## config.mk

```make
export PLATFORM = sky130hd
export DESIGN_NAME = f_pc_npc_flat
export DESIGN_NICKNAME = d
export VERILOG_FILES = /design/src/rtl/f_pc_npc_pkg.sv /design/src/rtl/f_pc_npc_if.sv /design/src/rtl/f_pc_npc_npc_calc.sv /design/src/rtl/f_pc_npc.sv /design/src/flat_wrapper.sv
export SDC_FILE = /design/constraint.sdc
export NUM_CORES = 1
export LEC_CHECK = 0
export BUFFER_PORTS_ARGS = -buffer_cell sky130_fd_sc_hd__buf_2
export CORE_MARGIN = 5
export CORE_UTILIZATION = 57
export DETAILED_ROUTE_END_ITERATION = 6
export GPL_TIMING_DRIVEN = 1
export PLACE_DENSITY = 0.87
export SETUP_SLACK_MARGIN = 0.2
export SLEW_MARGIN = 5
export SYNTH_ARGS = -nofsm -noshare
export SYNTH_HDL_FRONTEND = slang
export SYNTH_HIERARCHICAL = 1
export SYNTH_SLANG_ARGS = --single-unit
```

## constraint.sdc

```tcl
create_clock -name clk -period 6.4 [get_ports clk]
set_clock_uncertainty 0.15 [all_clocks]
set_input_delay 0.64 -clock clk [delete_from_list [all_inputs] [get_ports clk]]
set_output_delay 0.64 -clock clk [all_outputs]
set_load 0.03 [all_outputs]
```

## src/rtl/f_pc_npc_pkg.sv

```systemverilog
// Shared encodings and address-map constants for the fetch-stage PC block.
package f_pc_npc_pkg;

  typedef enum logic [2:0] {
    NpcPc4    = 3'd0,
    NpcBranch = 3'd1,
    NpcJ      = 3'd2,
    NpcJr     = 3'd3
  } npc_op_e;

  localparam logic [31:0] DefPcReset  = 32'h0000_3000;
  localparam logic [31:0] DefExcEntry = 32'h0000_4180;
  localparam logic [31:0] DefTextLo   = 32'h0000_3000;
  localparam logic [31:0] DefTextHi   = 32'h0000_6FFC;

endpackage

```

## src/rtl/f_pc_npc_if.sv

```systemverilog
// Decode/CP0-to-fetch signal bundle; master drives decode state, slave is the PC block.
interface f_pc_npc_if;
  logic        stall;
  logic [2:0]  npc_op;
  logic        flag;
  logic [31:0] d_pc;
  logic [15:0] d_imm16;
  logic [25:0] d_imm26;
  logic [31:0] d_rs;
  logic        req;
  logic        eret;
  logic [31:0] epc;
  logic [31:0] f_pc;
  logic        f_bd;
  logic        f_exc_adel;

  modport master (
    output stall, npc_op, flag, d_pc, d_imm16, d_imm26, d_rs, req, eret, epc,
    input  f_pc, f_bd, f_exc_adel
  );

  modport slave (
    input  stall, npc_op, flag, d_pc, d_imm16, d_imm26, d_rs, req, eret, epc,
    output f_pc, f_bd, f_exc_adel
  );
endinterface

```

## src/rtl/f_pc_npc_npc_calc.sv

```systemverilog
// Next-PC and delay-slot marker from the decode-stage select, ignoring exceptions and stall.
module f_pc_npc_npc_calc
  import f_pc_npc_pkg::*;
(
  input  logic [2:0]  npc_op_i,
  input  logic        flag_i,
  input  logic [31:0] f_pc_i,
  input  logic [31:0] d_pc_i,
  input  logic [15:0] d_imm16_i,
  input  logic [25:0] d_imm26_i,
  input  logic [31:0] d_rs_i,
  output logic [31:0] next_pc_o,
  output logic        next_bd_o
);

  logic [31:0] seq_pc;
  logic [31:0] br_target;

  assign seq_pc    = f_pc_i + 32'd4;
  assign br_target = d_pc_i + 32'd4 + {{14{d_imm16_i[15]}}, d_imm16_i, 2'b00};

  always_comb begin
    next_pc_o = seq_pc;
    next_bd_o = 1'b0;
    case (npc_op_i)
      NpcBranch: begin
        next_pc_o = flag_i ? br_target : seq_pc;
        next_bd_o = 1'b1;
      end
      NpcJ: begin
        next_pc_o = {d_pc_i[31:28], d_imm26_i, 2'b00};
        next_bd_o = 1'b1;
      end
      NpcJr: begin
        // Misaligned targets pass through; the AdEL check reports them.
        next_pc_o = d_rs_i;
        next_bd_o = 1'b1;
      end
      default: begin
        next_pc_o = seq_pc;
        next_bd_o = 1'b0;
      end
    endcase
  end

endmodule

```

## src/rtl/f_pc_npc.sv

```systemverilog
// Fetch-stage PC register with exception/eret/stall priority and fetch address-error check.
module f_pc_npc
  import f_pc_npc_pkg::*;
#(
  parameter logic [31:0] PcReset  = DefPcReset,
  parameter logic [31:0] ExcEntry = DefExcEntry,
  parameter logic [31:0] TextLo   = DefTextLo,
  parameter logic [31:0] TextHi   = DefTextHi
) (
  input  logic         clk,
  input  logic         reset_n,
  f_pc_npc_if.slave    bus
);

  logic [31:0] pc_q, pc_d;
  logic        bd_q, bd_d;
  logic [31:0] calc_pc;
  logic        calc_bd;

  f_pc_npc_npc_calc u_npc_calc (
    .npc_op_i  (bus.npc_op),
    .flag_i    (bus.flag),
    .f_pc_i    (pc_q),
    .d_pc_i    (bus.d_pc),
    .d_imm16_i (bus.d_imm16),
    .d_imm26_i (bus.d_imm26),
    .d_rs_i    (bus.d_rs),
    .next_pc_o (calc_pc),
    .next_bd_o (calc_bd)
  );

  // Req and eret redirect even while the hazard unit is freezing fetch.
  always_comb begin
    pc_d = pc_q;
    bd_d = bd_q;
    if (bus.req) begin
      pc_d = ExcEntry;
      bd_d = 1'b0;
    end else if (bus.eret) begin
      pc_d = bus.epc;
      bd_d = 1'b0;
    end else if (!bus.stall) begin
      pc_d = calc_pc;
      bd_d = calc_bd;
    end
  end

  always_ff @(posedge clk) begin
    if (!reset_n) begin
      pc_q <= PcReset;
      bd_q <= 1'b0;
    end else begin
      pc_q <= pc_d;
      bd_q <= bd_d;
    end
  end

  assign bus.f_pc       = pc_q;
  assign bus.f_bd       = bd_q;
  assign bus.f_exc_adel = (pc_q[1:0] != 2'b00) || (pc_q < TextLo) || (pc_q > TextHi);

endmodule

```

## src/flat_wrapper.sv

```systemverilog
// flat-port wrapper written by rule: the top's interface ports become plain ports
module f_pc_npc_flat import f_pc_npc_pkg::*;
#(
  parameter logic [31:0] PcReset  = DefPcReset,
  parameter logic [31:0] ExcEntry = DefExcEntry,
  parameter logic [31:0] TextLo   = DefTextLo,
  parameter logic [31:0] TextHi   = DefTextHi
)
  (clk, reset_n, bus_stall, bus_npc_op, bus_flag, bus_d_pc, bus_d_imm16, bus_d_imm26, bus_d_rs, bus_req, bus_eret, bus_epc, bus_f_pc, bus_f_bd, bus_f_exc_adel);
  f_pc_npc_if bus_i ();
  input  logic clk;
  input  logic reset_n;
  input wire logic [$bits(bus_i.stall)-1:0] bus_stall;
  input wire logic [$bits(bus_i.npc_op)-1:0] bus_npc_op;
  input wire logic [$bits(bus_i.flag)-1:0] bus_flag;
  input wire logic [$bits(bus_i.d_pc)-1:0] bus_d_pc;
  input wire logic [$bits(bus_i.d_imm16)-1:0] bus_d_imm16;
  input wire logic [$bits(bus_i.d_imm26)-1:0] bus_d_imm26;
  input wire logic [$bits(bus_i.d_rs)-1:0] bus_d_rs;
  input wire logic [$bits(bus_i.req)-1:0] bus_req;
  input wire logic [$bits(bus_i.eret)-1:0] bus_eret;
  input wire logic [$bits(bus_i.epc)-1:0] bus_epc;
  output wire logic [$bits(bus_i.f_pc)-1:0] bus_f_pc;
  output wire logic [$bits(bus_i.f_bd)-1:0] bus_f_bd;
  output wire logic [$bits(bus_i.f_exc_adel)-1:0] bus_f_exc_adel;
  assign bus_i.stall = bus_stall;
  assign bus_i.npc_op = bus_npc_op;
  assign bus_i.flag = bus_flag;
  assign bus_i.d_pc = bus_d_pc;
  assign bus_i.d_imm16 = bus_d_imm16;
  assign bus_i.d_imm26 = bus_d_imm26;
  assign bus_i.d_rs = bus_d_rs;
  assign bus_i.req = bus_req;
  assign bus_i.eret = bus_eret;
  assign bus_i.epc = bus_epc;
  assign bus_f_pc = bus_i.f_pc;
  assign bus_f_bd = bus_i.f_bd;
  assign bus_f_exc_adel = bus_i.f_exc_adel;
  f_pc_npc #(.PcReset(PcReset), .ExcEntry(ExcEntry), .TextLo(TextLo), .TextHi(TextHi)) u_core (.clk(clk), .reset_n(reset_n), .bus(bus_i));
endmodule
```

; ---- Yosys cells after proc, flatten, opt, wreduce, memory -nomap -nowiden
; Index checks and enable logic that the tools add are counted.
[totals]
reg_bits = 33
elab_cells = 26
input_bits = 147
out_inout_bits = 34
[op_classes]
eq_ne = 5
order_cmp = 2
add_sub_neg = 3
n_reduce_logical = 6
n_mux = 6
n_bitwise = 1
[op_table]
columns = op, count
row1 = 32-bit two-way mux, 3
row2 = 32-bit one-hot mux with 3 select lines, 1
row3 = 32-bit by 3-bit adder with 32-bit output (second input constant), 2
row4 = 32-bit adder, 1
row5 = 32-bit by 15-bit greater-than comparator with 1-bit output (second input constant), 1
row6 = 32-bit by 14-bit less-than comparator with 1-bit output (second input constant), 1
row7 = 15-bit two-way mux, 1
row8 = 3-bit by 2-bit equality test with 1-bit output (second input constant), 2
row9 = 3-bit OR reduction, 2
row10 = 3-bit by 1-bit equality test with 1-bit output (second input constant), 1
row11 = 3-bit by 1-bit inequality test with 1-bit output (second input constant), 1
row12 = 1-bit logical OR, 2
row13 = 2-bit by 1-bit inequality test with 1-bit output (second input constant), 1
row14 = 2-bit nonzero test, 1
row15 = 2-bit OR reduction, 1
row16 = 1-bit two-way mux, 1
row17 = 1-bit inverter, 1

; ---- Logic depth before layout (Yosys ltp)
[logic_depth]
word_depth = 7
ltp_mapped = 16
mapped_depth_nobuf = 16

; ---- By module
; The synthesis kept the hierarchy.
[modules_own_cells]
columns = mod, area_per_inst_um2, seq_area_each_um2, n_inst, cells_each
row1 = f_pc_npc_npc_calc, 3950.0, 0.0, 1, 583
row2 = f_pc_npc, 1744.2, 660.6, 1, 154

; ---- Worst setup path before layout
; Ideal clock, no wire load.
[synth_path]
path_kind = input to register
startpoint = input port bus_d_pc[3]
endpoint = register u_core.pc_q[25] (netlist: u_core/bus.f_pc[25])
setup_slack_ps = 2917
arrival_ps = 3216
n_path_buf = 0
required_ps = 6133
setup_ps = 117
path_stages = 14
path_cell_list = ha_1 ha_1 inv_1 fa_1 nor2b_1 o2111ai_1 a21oi_2 o311ai_2 a2111oi_2 o2111a_1 nor3_1 mux2_4 mux2i_1 nor2_1
[synth_between]
elab_chain_len = 6
[synth_lines]
columns = item, line
row1 = from (decl), flat_wrapper.sv:16  ; input wire logic [$bits(bus_i.d_pc)-1:0] bus_d_pc;
row2 = 32-bit by 3-bit adder with 32-bit output, f_pc_npc_npc_calc.sv:20  ; assign br_target = d_pc_i + 32'd4 + {{14{d_imm16_i[15]}}, d_imm16_i, 2'b00};
row3 = 32-bit adder, f_pc_npc_npc_calc.sv:20
row4 = 32-bit two-way mux, f_pc_npc_npc_calc.sv:27  ; next_pc_o = flag_i ? br_target : seq_pc;
row5 = 32-bit one-hot mux with 3 select lines, f_pc_npc_npc_calc.sv:25  ; case (npc_op_i)
row6 = via u_core.calc_pc[25], f_pc_npc.sv:17  ; logic [31:0] calc_pc;
row7 = 32-bit two-way mux, f_pc_npc.sv:42  ; end else if (!bus.stall) begin
row8 = 32-bit two-way mux, f_pc_npc.sv:39  ; end else if (bus.eret) begin
row9 = to (signal assigned), f_pc_npc.sv:50  ; pc_q <= PcReset;
row10 = to (signal assigned), f_pc_npc.sv:53  ; pc_q <= pc_d;
row11 = to (decl), f_pc_npc.sv:15  ; logic [31:0] pc_q, pc_d;
; The timed path passes the listed nets, and every way through them passes these cells. The select of a mux whose other input is x is not followed.
; A chain may end at the register's enable or synchronous reset.

; ---- Final worst setup path
; Ends and elaborated chain as after synthesis.

==> impl_results.md <==
* Leakage power at 3.23 nW
* Sort of element at the end of the critical path: flop
* Number of failing setup endpoints in the final timing report at 0
* Core Rows at 36
* Total number of vias at 6,319
* Series of cell instances along the critical path: buf_2 -> ha_1 -> ha_1 -> inv_1 -> fa_1 -> nor2b_1 -> o2111ai_1 -> a21oi_2 -> o311ai_2 -> a2111oi_2 -> o2111a_1 -> nor3_1 -> mux2_4 -> mux2i_1 -> nor2_1
* Largest net degree at the start of global routing at 52
* Via density per instance at 6.21
* Largest delay contributor family on the critical path: compound AO/OA/AOI/OAI gates
* Maximum cell stage delay along the critical path at 460 ps
* Effective utilization at floorplan at 58.3%
* CTS root buffer: sky130_fd_sc_hd__clkbuf_8
* RSZ-0062 raised after global routing: no
* Actual slew at the worst max-slew pin at 1180 ps
* Worst supply voltage drop on vdd at 0.106 mV
* Total die area at 12,100 µm²
* Worst rel slew slack at 21.7%
* Synthesized Nets at 943
* Maximum capacitance violations at 0
* Number of hold-repair buffers added at the cts stage at 0
* Clock tree from TritonCTS: built
* Required @ worst endpoint at 6400 ps
* EDFF count, synth at 0
* Initial DRC count at 441
* Die H at 110 µm
* Number of gates on the worst path with buffers counted at 15
* Worst reg2reg path endpoint: u_core/bus.f_pc[28]$_SDFFE_PP0P_
* Class of the most critical hold timing path: reg -> reg
* Hold Fails Final Rpt at 0
* Number of cells on the worst reg-to-reg path at 11
* Worst reg-to-reg setup slack at 3240 ps
* Final layout net count at 1,089
* Number of global-route vias before repair at 6,108
* Postcts setup bufs at 0
* Worst setup path startpoint: bus_d_pc[3]
* Post-Syn Instances at 737
* Port bufs at 180
* Total count of max-transition violations in the final report at 0
* Post-CTS Resized at 0
* Most frequently used flop master after synthesis: sky130_fd_sc_hd__dfxtp_1
* I/O pins at 181
* Crit-path most repeated cell: sky130_fd_sc_hd__ha_1
* Detailed-route DRC error count at 0
* Setup total negative slack at 0 ps
* Critical R2R Launch: u_core/bus.f_pc[2]$_SDFFE_PP0P_
* Fmax achieved at 0.275 GHz
* Summed instance area of the synthesized netlist at 5690 µm²
* Hpwl dp at 14.7 mm
* Share of the cycle needed by the critical path after routing at 56.9%
* CTS H-Tree Depth at 2
* Wire length of the first global-routing pass at 29.0 mm
* First-pass DRT Iterations at 7
* Buffer levels on the longest clock path at 2
* Peak fanout along the critical path at 4
* Core utilization of the finished layout at 67.8%
* Critical path's slowest cell: sky130_fd_sc_hd__a2111oi_2
* Kind of critical path: in -> reg
* Global-route usage over all layers at 30.3%
* Area delta synth->final at 16.4%
* Result of the run: finished, final reports clean
* Gr ovfl total at 0
* Buffers & Inverters on Critical Path at 2
* Post-synthesis async set-or-reset flop share at 0%
* Width of the die at 110 µm
* Total wire length after detailed routing at 18.6 mm
* Clk_lat worst skew at 310 ps
* Residual antenna-violating net count after detailed routing at 0
* Endpoint of the worst setup timing path: u_core/bus.f_pc[25]$_SDFFE_PP0P_
* Clock transition at the registers of the reported paths at 80 ps
* Post-Syn Area per Cell at 7.73 µm²
* Data arrival time of the critical path at 3640 ps
* Post-synthesis sequential area ratio at 11.6%
* Distinct cell type count after synthesis at 76
* Power Density at 137 nW/µm²
* Routed wire per std cell at 18.3 µm
* Yosys warning total at 6
* Number of register bits inferred by synthesis at 33
* Placeable core area at 9770 µm²
* CTS sink cnt at 33
* Final RePlAce weighted congestion at 0.940
* Initial antenna violation count at 1
* Tmin final at 3640 ps
* Type of origin of the critical path: primary input
* Fraction of final layout cells with drive strength greater than 1 at 26.9%
* CTS Buf Count at 5
-- sequential cells by signal, summed over array words and instances (netlist names) --
register	count
u_core/bus.f_bd	1
u_core/bus.f_pc	32
-- worst min-delay path by stage --
stage | start | endpoint | slack (ps) | cells past startpoint
detailed placement | u_core/bus.f_bd$_SDFFE_PP0N_ | u_core/bus.f_bd$_SDFFE_PP0N_ | 400 | 2
floorplan | u_core/bus.f_bd$_SDFFE_PP0N_ | u_core/bus.f_bd$_SDFFE_PP0N_ | 500 | 2
global placement | u_core/bus.f_bd$_SDFFE_PP0N_ | u_core/bus.f_bd$_SDFFE_PP0N_ | 380 | 2
CTS | reset_n | u_core/bus.f_pc[13]$_SDFFE_PN1P_ | 410 | 2
finish | u_core/bus.f_bd$_SDFFE_PP0N_ | u_core/bus.f_bd$_SDFFE_PP0N_ | 420 | 2
global route | reset_n | u_core/bus.f_pc[13]$_SDFFE_PN1P_ | 430 | 2
-- cells in the mapped netlist, types with 3 or more instances --
cell | count | area share, %
sky130_fd_sc_hd__a211o_1 | 7 | 1.1
sky130_fd_sc_hd__a21o_1 | 18 | 2.4
sky130_fd_sc_hd__a21oi_1 | 49 | 4.3
sky130_fd_sc_hd__a21oi_2 | 3 | 0.46
sky130_fd_sc_hd__a221o_1 | 8 | 1.4
sky130_fd_sc_hd__a221oi_1 | 5 | 0.77
sky130_fd_sc_hd__a22o_1 | 3 | 0.46
sky130_fd_sc_hd__a22oi_1 | 6 | 0.79
sky130_fd_sc_hd__a31oi_1 | 10 | 1.1
sky130_fd_sc_hd__a41oi_1 | 3 | 0.46
sky130_fd_sc_hd__and2_1 | 4 | 0.44
sky130_fd_sc_hd__and3_1 | 6 | 0.66
sky130_fd_sc_hd__and4_1 | 5 | 0.77
sky130_fd_sc_hd__buf_12 | 3 | 1.1
sky130_fd_sc_hd__buf_2 | 3 | 0.26
sky130_fd_sc_hd__buf_4 | 3 | 0.40
sky130_fd_sc_hd__clkbuf_1 | 30 | 2.0
sky130_fd_sc_hd__dfxtp_1 | 33 | 12
sky130_fd_sc_hd__ha_1 | 58 | 13
sky130_fd_sc_hd__inv_1 | 18 | 1.2
sky130_fd_sc_hd__mux2_2 | 4 | 0.79
sky130_fd_sc_hd__mux2_4 | 26 | 6.9
sky130_fd_sc_hd__mux2i_1 | 38 | 6.7
sky130_fd_sc_hd__nand2_1 | 63 | 4.2
sky130_fd_sc_hd__nand2b_1 | 18 | 2.0
sky130_fd_sc_hd__nand3_1 | 15 | 1.3
sky130_fd_sc_hd__nand4_1 | 9 | 0.99
sky130_fd_sc_hd__nor2_1 | 66 | 4.4
sky130_fd_sc_hd__nor2b_1 | 13 | 1.4
sky130_fd_sc_hd__nor3_1 | 15 | 1.3
sky130_fd_sc_hd__nor4_1 | 8 | 0.88
sky130_fd_sc_hd__o21a_1 | 5 | 0.66
sky130_fd_sc_hd__o21ai_0 | 62 | 5.4
sky130_fd_sc_hd__o21ai_1 | 6 | 0.53
sky130_fd_sc_hd__o21bai_1 | 7 | 0.92
sky130_fd_sc_hd__o22ai_1 | 8 | 0.88
sky130_fd_sc_hd__o31ai_1 | 3 | 0.40
sky130_fd_sc_hd__xnor2_1 | 22 | 3.4
sky130_fd_sc_hd__xor2_1 | 25 | 3.8
-- placed cells by master, fill, tap and decap left out, drive strengths merged, types with 3 or more instances in the layout --
cell type and count:
a211o 7, a21boi 3, a21o 18, a21oi 52
a221o 8, a221oi 5, a22o 3, a22oi 6
a31oi 10, a41oi 3, and2 5, and3 7
and4 5, buf 181, clkbuf 5, clkinv 3
dfxtp 33, ha 58, inv 18, mux2 30
mux2i 38, nand2 63, nand2b 18, nand3 16
nand4 12, nor2 66, nor2b 13, nor3 16
nor4 10, o21a 5, o21ai 68, o21bai 7
o22ai 8, o31ai 4, xnor2 22, xor2 25
-- cell families after synthesis --
group | count (synthesis) | share of synthesized area (%)
DFF | 33 | 11.6
adders and majority gates | 59 | 13.1
AOI/OAI and AO/OA | 231 | 26.8
muxes | 68 | 14.3
xor gates and xnor gates | 47 | 7.23
buffers and inverters | 61 | 5.30
and+or+nand+nor | 238 | 21.7
-- worst register-to-register path: stages, from the launching register on --
cell	delay, ps
sky130_fd_sc_hd__dfxtp_1	460
sky130_fd_sc_hd__ha_1	330
sky130_fd_sc_hd__nand4_4	170
sky130_fd_sc_hd__nor4_4	500
sky130_fd_sc_hd__and2_4	270
sky130_fd_sc_hd__nand4_2	100
sky130_fd_sc_hd__xor2_1	230
sky130_fd_sc_hd__a22oi_1	130
sky130_fd_sc_hd__o311a_1	190
sky130_fd_sc_hd__mux2_4	280
sky130_fd_sc_hd__mux2i_1	130
sky130_fd_sc_hd__nor2_1	60
-- stage by stage --
stage | setup slack (ps) | cells | hold WS [ps] | total power [W] | area [µm²]
floorplan | 2920 | 737 | 498 | 0.000589 | 5690
global placement | 2600 | 1009 | 382 | 0.000723 | 6540
detailed placement | 2510 | 1009 | 404 | 0.000729 | 6540
CTS | 2820 | 1017 | 408 | 0.000897 | 6630
global route | 2560 | 1018 | 429 | 0.000961 | 6630
finish | 2760 | 1018 | 418 | 0.000906 | 6630
-- layer usage --
metal	vias to the layer above	GRT usage, %	part of all wire (%)
met5	-	0	0
met4	0	12.6	4.3
met3	65	4.99	7.5
met2	294	54.0	49
met1	2927	35.7	39
li1	3033	-	-
-- report_power, final --
part,switching (W),total [W],leakage (nW),internal (W)
Sequential,0.0000190,0.000234,0.271,0.000215
Clock,0.0000945,0.000170,0.0439,0.0000752
Combinational,0.000289,0.000502,2.92,0.000212
-- layout make-up --
cell class	instances	area (µm²)
antenna	1	2.50
multi-input combinational	643	4730
timing repair buffer	181	908
clock inverter	3	17.5
inverter	19	71.3
clock buffer	5	68.8
fill	888	3150
tap	133	166
sequential	33	661
No activity file was read; power rests on OpenSTA's default activity.
